<file path="src/rtl/poly_mul_pkg.sv">
// Shared types for the polynomial-multiplier sequencer: FSM states,
// the strobe bundle driven toward the CSR/MAC datapath, and op length.
package poly_mul_pkg;

    typedef enum logic [2:0] {
        IDLE,
        LOAD,
        ROW,
        MAC,
        DONE
    } state_e;

    // Field order is shared with anything that packs/unpacks the strobes.
    typedef struct packed {
        logic csr1_load;
        logic csr1_en;
        logic csr2_load;
        logic csr2_en;
        logic mac_en;
        logic acc_clr;
    } strobe_t;

    // Cycle offset from the start-sampling cycle to the first DONE cycle.
    function automatic int op_cycles(input int n);
        return n * (n + 1) + 2;
    endfunction

endpackage

</file>
<file path="src/rtl/poly_mod_counter.sv">
// Modulo-MOD up counter with synchronous clear; wrap flags the last
// enabled count so the caller can chain counters.
module poly_mod_counter #(
    parameter int MOD = 4,
    parameter int W   = 2
) (
    input  logic         clk,
    input  logic         reset,
    input  logic         clr,
    input  logic         en,
    output logic [W-1:0] count,
    output logic         wrap
);

    logic [W-1:0] count_q, count_d;

    // Wrap is explicit at MOD-1 so non-power-of-two MOD never reaches 2^W-1.
    assign wrap  = en && (count_q == W'(MOD - 1));
    assign count = count_q;

    always_comb begin
        count_d = count_q;
        if (clr)
            count_d = '0;
        else if (en)
            count_d = wrap ? '0 : count_q + W'(1);
    end

    always_ff @(posedge clk or posedge reset) begin
        if (reset)
            count_q <= '0;
        else
            count_q <= count_d;
    end

endmodule

</file>
<file path="src/rtl/poly_mul_sequencer.sv">
// Sequencer for the CSR-based polynomial multiplier: load A, then per B
// row load CSR2 and run N MAC cycles, finally hold the result for handshake.
module poly_mul_sequencer
    import poly_mul_pkg::*;
#(
    parameter  int N  = 4,
    localparam int CW = $clog2(N)
) (
    input  logic          clk,
    input  logic          reset,
    input  logic          start,
    input  logic          abort,
    input  logic          out_ready,
    output logic          csr1_load,
    output logic          csr1_en,
    output logic          csr2_load,
    output logic          csr2_en,
    output logic          mac_en,
    output logic          acc_clr,
    output logic          busy,
    output logic          out_valid,
    output logic [CW-1:0] row_idx,
    output logic [CW-1:0] col_idx
);

    state_e  state_q, state_d;
    strobe_t st;
    logic    cnt_clr;
    logic    col_en, col_wrap;
    logic    row_wrap;
    logic    in_op;

    assign in_op   = (state_q == LOAD) || (state_q == ROW) || (state_q == MAC);
    assign cnt_clr = (state_q == IDLE) || (abort && in_op);
    assign col_en  = (state_q == MAC);

    poly_mod_counter #(.MOD(N), .W(CW)) u_col (
        .clk   (clk),
        .reset (reset),
        .clr   (cnt_clr),
        .en    (col_en),
        .count (col_idx),
        .wrap  (col_wrap)
    );

    // Row advances once per completed MAC sweep; its wrap marks the last row.
    poly_mod_counter #(.MOD(N), .W(CW)) u_row (
        .clk   (clk),
        .reset (reset),
        .clr   (cnt_clr),
        .en    (col_wrap),
        .count (row_idx),
        .wrap  (row_wrap)
    );

    always_ff @(posedge clk or posedge reset) begin
        if (reset)
            state_q <= IDLE;
        else
            state_q <= state_d;
    end

    always_comb begin
        state_d = state_q;
        st      = '0;
        case (state_q)
            IDLE: begin
                if (start)
                    state_d = LOAD;
            end
            LOAD: begin
                st.csr1_load = 1'b1;
                st.acc_clr   = 1'b1;
                state_d      = abort ? IDLE : ROW;
            end
            ROW: begin
                st.csr2_load = 1'b1;
                state_d      = abort ? IDLE : MAC;
            end
            MAC: begin
                st.csr2_en = 1'b1;
                st.mac_en  = 1'b1;
                st.csr1_en = col_wrap;
                if (abort)
                    state_d = IDLE;
                else if (col_wrap)
                    state_d = row_wrap ? DONE : ROW;
            end
            DONE: begin
                // A dropped result is just an early handshake.
                if (out_ready || abort)
                    state_d = IDLE;
            end
            default: state_d = IDLE;
        endcase
    end

    assign csr1_load = st.csr1_load;
    assign csr1_en   = st.csr1_en;
    assign csr2_load = st.csr2_load;
    assign csr2_en   = st.csr2_en;
    assign mac_en    = st.mac_en;
    assign acc_clr   = st.acc_clr;
    assign busy      = (state_q != IDLE);
    assign out_valid = (state_q == DONE);

endmodule
</file>
<file path="config.mk">
export PLATFORM = sky130hd
export DESIGN_NAME = poly_mul_sequencer
export DESIGN_NICKNAME = d
export VERILOG_FILES = /design/src/rtl/poly_mul_pkg.sv /design/src/rtl/poly_mod_counter.sv /design/src/rtl/poly_mul_sequencer.sv
export SDC_FILE = /design/constraint.sdc
export NUM_CORES = 1
export LEC_CHECK = 0
export CAP_MARGIN = 20
export CORE_MARGIN = 4
export CORE_UTILIZATION = 30
export DETAILED_ROUTE_END_ITERATION = 7
export GPL_ROUTABILITY_DRIVEN = 0
export RECOVER_POWER = 50
export SYNTH_ARGS = -nofsm -noshare
export SYNTH_HDL_FRONTEND = slang
export SYNTH_SLANG_ARGS = --single-unit
</file>
<file path="constraint.sdc">
create_clock -name clk -period 3.3 [get_ports clk]
set_input_delay 0.99 -clock clk [delete_from_list [all_inputs] [get_ports clk]]
set_output_delay 0.99 -clock clk [all_outputs]
set_load 0.1 [all_outputs]
</file>
==> results of run 1 <==
kinds of logic after synthesis:
logic type                 count (synthesis)
AOI/OAI and AO/OA                          6
adders and majority gates                  2
buffers and inverters                      6
DFF                                        7
muxes                                      2
and+or+nand+nor                           19
where the power goes:
group | switching (W) | internal [W] | total, W
Combinational | 0.000108 | 0.0000291 | 0.000137
Sequential | 0.0000108 | 0.0000904 | 0.000101
Clock | 0.0000316 | 0.0000461 | 0.0000777
worst max-delay path: stages, from the launching register on:
cell	delay, ns
dfrtp_1	0.48
nor2_1	0.29
and2_1	0.17
buf_4	0.28
metal layers:
metal,wire length (um),vias up
met4,38,0
li1,-,179
met1,363,155
met3,80,5
met5,0,-
met2,352,14
cell type report:
type / count / area (um2)
timing repair buffer: 16 / 130
sequential: 7 / 175
fill: 135 / 737
tap: 15 / 18.8
multi-input combinational: 29 / 219
clock buffer: 4 / 26.3
inverter: 3 / 11.3
flip-flops by register name, summed over array words and instances, names as in the netlist:
signal and cells:
u_col.count 2, state_q 3, u_row.count 2
worst paths after layout:
kind	cells past startpoint	to	start	slack, ns
setup / recovery	3	out_valid	state_q[1]	0.84
hold / removal	2	u_col.count[1]	u_col.count[1]	0.57
setup reg to reg	4	u_row.count[0]	u_col.count[0]	1.97
hold reg to reg	2	u_col.count[1]	u_col.count[1]	0.57
max in group asynchronous	2	state_q[0]	reset	2.00
min in group asynchronous	2	u_col.count[0]	reset	1.10
metrics by stage:
stage | setup WS [ns] | hold slack [ns]
floorplan | 0.0716 | 0.557
global placement | 1.14 | 0.553
detailed placement | 1.10 | 0.559
CTS | 0.820 | 0.568
global route | 0.738 | 0.603
finish | 0.844 | 0.566
cell usage in the layout, fill, tap and decap left out, types with 2 or more instances in the layout:
master	n
buf_4	12
dfrtp_1	7
nor2_1	4
a21oi_1	4
or3_1	3
inv_1	3
clkbuf_4	3
dlygate4sd3_1	3
nor2b_1	2
mux2i_1	2
nand2_1	2
ha_1	2
==> flow_summary.json, run 1 <==
{
  "status": "finished clean",
  "synth-adder-area-share": 0.0595,
  "period_needed_ns": 2.46,
  "drtIter0Drc": 4,
  "ioPinCount": 17,
  "worst_ir_drop_vdd_v": 0.000203,
  "clock_latency_ns": 0.25,
  "port_buffers": 16,
  "post_cts_buffers": 0,
  "postCtsResizedCells": 0,
  "ys_types": 21,
  "placementRows": 13,
  "grt_util_met2": 0.123,
  "relSlewSlack": 0.800,
  "synth-edff-count": 0,
  "setup_viol": 0,
  "fin_crit_sh": 0.744,
  "viasPerCell": 4.77,
  "grt_max_degree": 11,
  "synth_xor_area_frac": 0,
  "grtUsageMet3": 0.0316,
  "ys_seq_elements": 7,
  "grt_pass1_wl_mm": 1.48,
  "cts_made_buffers": 3,
  "tightest_slew_ns": 0.300,
  "path_max_fanout": 8,
  "finalWirelength_um": 834,
  "final_area_um2": 581,
  "met1_usage": 0.144,
  "fin_cells": 74,
  "core_um2": 1320,
  "die_area_um2": 2060,
  "final_max_slew_viol_count": 0,
  "critPathKind": "flip-flop to primary output",
  "vias": 353,
  "post-synth-top-area-cell": "dfrtp_1",
  "cts_tree": "done",
  "synth_compound_area_frac": 0.0893,
  "yosys-top-cells-area": "dfrtp_1 (42%), ha_1 (6.0%), nand4b_4 (5.7%)",
  "grt_pass1_vias": 322,
  "cts_hold_buf": 0,
  "clock.fmax_mhz": 407,
  "htreeDepth": 1,
  "die_w_um": 45.4,
  "avgSynthCellArea_um2": 10.0,
  "clkTransAtPathRegs_ns": 0.05,
  "synthMuxAreaShare": 0.0476,
  "ys_dominant_reg_cell": "dfrtp_1",
  "syn-instance-count": 42,
  "antenna_found_initial": 0,
  "grt-busiest-layer": "met1",
  "track_usage": 0.108,
  "critPathArrivalTime_ns": 1.47,
  "nets": 67,
  "synth_area_um2": 420,
  "dp_cells": 70,
  "yosys_warnings": 0,
  "overflow": 0,
  "area_growth_pct": 38.1,
  "yosysMostFrequentCell": "dfrtp_1",
  "hold_path_class": "flip-flop to flip-flop",
  "wl_per_cell_um": 11.3,
  "finalHoldViolCount": 0,
  "synth_top_area_frac": 0.417,
  "power_leakage_nw": 0.335,
  "place_area_um2": 554,
  "cap_viol_max_count": 0,
  "n_antenna_cell": 0,
  "power.density_nw_per_um2": 544,
  "worstSetupStartpointType": "flip-flop",
  "hpwl_um": 673,
  "antenna_left": 0,
  "crit_required_ns": 2.31,
  "synth_top_family_by_area": "simple AND/OR/NAND/NOR gates",
  "clock_path_buffers": 2,
  "cts_sinks": 7,
  "finClkSkew_ns": 0.00117,
  "postLayoutCoreUtil": 0.441,
  "power_w": 0.000316,
  "critPathCaptureType": "primary output",
  "die_y_um": 45.4,
  "drive_gt1_frac": 0.305,
  "setup_tns_ns": 0,
  "synth-simple-area-share": 0.313,
  "async_flop_share": 1.00,
  "drc": 0,
  "seq_area_frac_synth": 0.417,
  "firstDrtPassIters": 3,
  "synth_common_cells": "dfrtp_1 (7), a21oi_1 (4), nor2_1 (4), inv_1 (3), or3_1 (3)",
  "start_util": 0.319,
  "syn-num-nets": 49,
  "root_buffer": "clkbuf_4",
  "rsz0062_at_grt": "no"
}
Power figures use the tool's default switching activity.
==> inputs of run 2 (changes only) <==
==> constraint.sdc (replaced) <==
create_clock -name clk -period 2.19 [get_ports clk]
set_input_delay 0.657 -clock clk [delete_from_list [all_inputs] [get_ports clk]]
set_output_delay 0.657 -clock clk [all_outputs]
set_load 0.1 [all_outputs]
==> run 2 against run 1 <==
  * Routed wire length grew 9.5%
  * Non-clock buffer count is the same
  * Via count grew 2.5%
  * Design area grew 30%
  * Critical endpoint is now csr2_load
  * Utilization grew 13 points
  * Worst hold slack gained 0.017 ns
  * Clock power grew 48%
  * Count of clock-buffer cells in the layout is the same
  * Cell count is the same
  * Largest power group unchanged
  * Sequential power grew 54%
  * Highest routed layer unchanged
  * Critical path depth is the same
==> flow_summary.json, run 2 (same netlist as run 1, synthesis figures left out) <==
{
  "status": "finished clean",
  "overflow": 0,
  "worstSetupStartpointType": "flip-flop",
  "p_seq_frac": 0.290,
  "power.density_nw_per_um2": 716,
  "tightest_slew_ns": 0.357,
  "root_buffer": "clkbuf_4",
  "die_y_um": 45.4,
  "largest-register": "state_q",
  "p_int_w": 0.000300,
  "antenna_found_initial": 0,
  "grt_pass1_vias": 337,
  "hold_path_class": "flip-flop to flip-flop",
  "dp_cells": 70,
  "cts_hold_buf": 0,
  "final_cell_mix": "buf_12 (12), dfrtp_1 (5), a21oi_1 (4)",
  "cts_made_buffers": 3,
  "multi_input_area_um2": 230,
  "cts_sinks": 7,
  "cts_tree": "done",
  "period_needed_ns": 2.06,
  "fin_cells": 74,
  "nets": 67,
  "postLayoutCoreUtil": 0.571,
  "final_max_slew_viol_count": 0,
  "grt_max_degree": 11,
  "core_um2": 1320,
  "fin_crit_sh": 0.941,
  "grt_util_met2": 0.164,
  "drive_gt1_frac": 0.407,
  "critPathArrivalTime_ns": 1.40,
  "cap_viol_max_count": 0,
  "drtIter0Drc": 6,
  "layout_setup_ws_ns": 0.129,
  "grtUsageMet3": 0.0316,
  "wl_per_cell_um": 12.3,
  "p_comb_frac": 0.496,
  "n_antenna_cell": 0,
  "setup_viol": 0,
  "clock_latency_ns": 0.25,
  "fillers": 116,
  "start_util": 0.319,
  "relSlewSlack": 0.762,
  "grt-busiest-layer": "met2",
  "holdWs_ns": 0.583,
  "clock_path_buffers": 2,
  "power.switching_w": 0.000239,
  "finClkSkew_ns": 0.00317,
  "finalWirelength_um": 913,
  "layout_commonest_cell": "buf_12",
  "die_area_um2": 2060,
  "post_cts_buffers": 0,
  "area_growth_pct": 78.9,
  "rsz0062_at_grt": "no",
  "firstDrtPassIters": 2,
  "htreeDepth": 1,
  "regArea_um2": 178,
  "drc": 0,
  "swShare": 0.443,
  "worst_ir_drop_vdd_v": 0.000304,
  "critPathCaptureType": "primary output",
  "power_leakage_nw": 0.350,
  "port_buffers": 16,
  "finalHoldViolCount": 0,
  "critPathKind": "flip-flop to primary output",
  "grt_pass1_wl_mm": 1.55,
  "clkTransAtPathRegs_ns": 0.05,
  "vias": 362,
  "viasPerCell": 4.89,
  "clock.fmax_mhz": 485,
  "antenna_left": 0,
  "track_usage": 0.111,
  "clkPwrFrac": 0.213,
  "hpwl_um": 740,
  "crit_required_ns": 1.53,
  "die_w_um": 45.4,
  "placementRows": 13,
  "met1_usage": 0.132,
  "path_max_fanout": 8,
  "dp_worst_setup_slack_ns": 0.366,
  "ioPinCount": 17,
  "largest_reg_flops": 3
}
[run 2: cell types whose count changed in the layout (fill, tap and decap cells not counted), moves of 2 or more]
cell        delta
buf_12        +12
buf_4         -12
clkinvlp_4     +2
dfrtp_1        -2
dfrtp_2        +2
inv_1          -2
[run 2: cell type report]
cell class,instances,share of cell area
Tap cell,15,0.0250
Inverter,3,0.0250
Multi-Input combinational cell,29,0.306
Clock buffer,4,0.0349
Sequential cell,7,0.236
Timing Repair Buffer,16,0.373
[run 2: critical path, cell delays in order (launching register included)]
cell,delay [ns]
dfrtp_1,0.55
nor2b_1,0.21
nor2b_2,0.20
buf_12,0.19
[run 2: path summary, 6_finish.rpt]
path | from | end | slack [ns] | cells after the start
worst max register to register | u_col.count[0] | u_row.count[0] | 0.78 | 4
worst min-delay path | u_col.count[1] | u_col.count[1] | 0.58 | 2
min in group asynchronous | reset | state_q[0] | 0.77 | 2
max in group asynchronous | reset | u_col.count[1] | 1.18 | 2
worst min register to register | u_col.count[1] | u_col.count[1] | 0.58 | 2
worst max-delay path | state_q[1] | csr2_load | 0.13 | 3
[run 2: layer usage]
metal,vias up,routed length [um]
met5,-,0
met4,0,10
met3,2,75
met2,12,452
met1,169,375
li1,179,-
[run 2: repair_timing]
item	CTS	global route
endpoints found under the hold margin	0	0
resized for setup	0	1
setup endpoints to repair	0	1
[run 2: per-stage QoR]
step | TNS, ns | instance area [um2] | total power (W)
2_1_floorplan | -0.307 | 444 | 0.000334
3_3_place_gp | 0 | 723 | 0.000425
3_5_place_dp | 0 | 723 | 0.000427
4_1_cts | 0 | 749 | 0.000544
5_1_grt | 0 | 752 | 0.000565
6_report | 0 | 752 | 0.000538
[run 2: power groups by stage]
stage               registers (W)  clock network (W)  logic (W)
finish                   0.000156           0.000115   0.000267
global route             0.000159           0.000131   0.000275
CTS                      0.000155           0.000119   0.000270
detailed placement       0.000157                  0   0.000270
global placement         0.000157                  0   0.000268
floorplan                0.000161                  0   0.000173
==> inputs of run 3 (changes only) <==
--- a/config.mk
+++ b/config.mk
@@ -11,6 +11,7 @@
 export DETAILED_ROUTE_END_ITERATION = 7
 export GPL_ROUTABILITY_DRIVEN = 0
 export RECOVER_POWER = 50
+export SLEW_MARGIN = 5
 export SYNTH_ARGS = -nofsm -noshare
 export SYNTH_HDL_FRONTEND = slang
 export SYNTH_SLANG_ARGS = --single-unit
==> results of run 3 <==
Same layout as run 2: the final DEF is identical, and so are final timing and power.
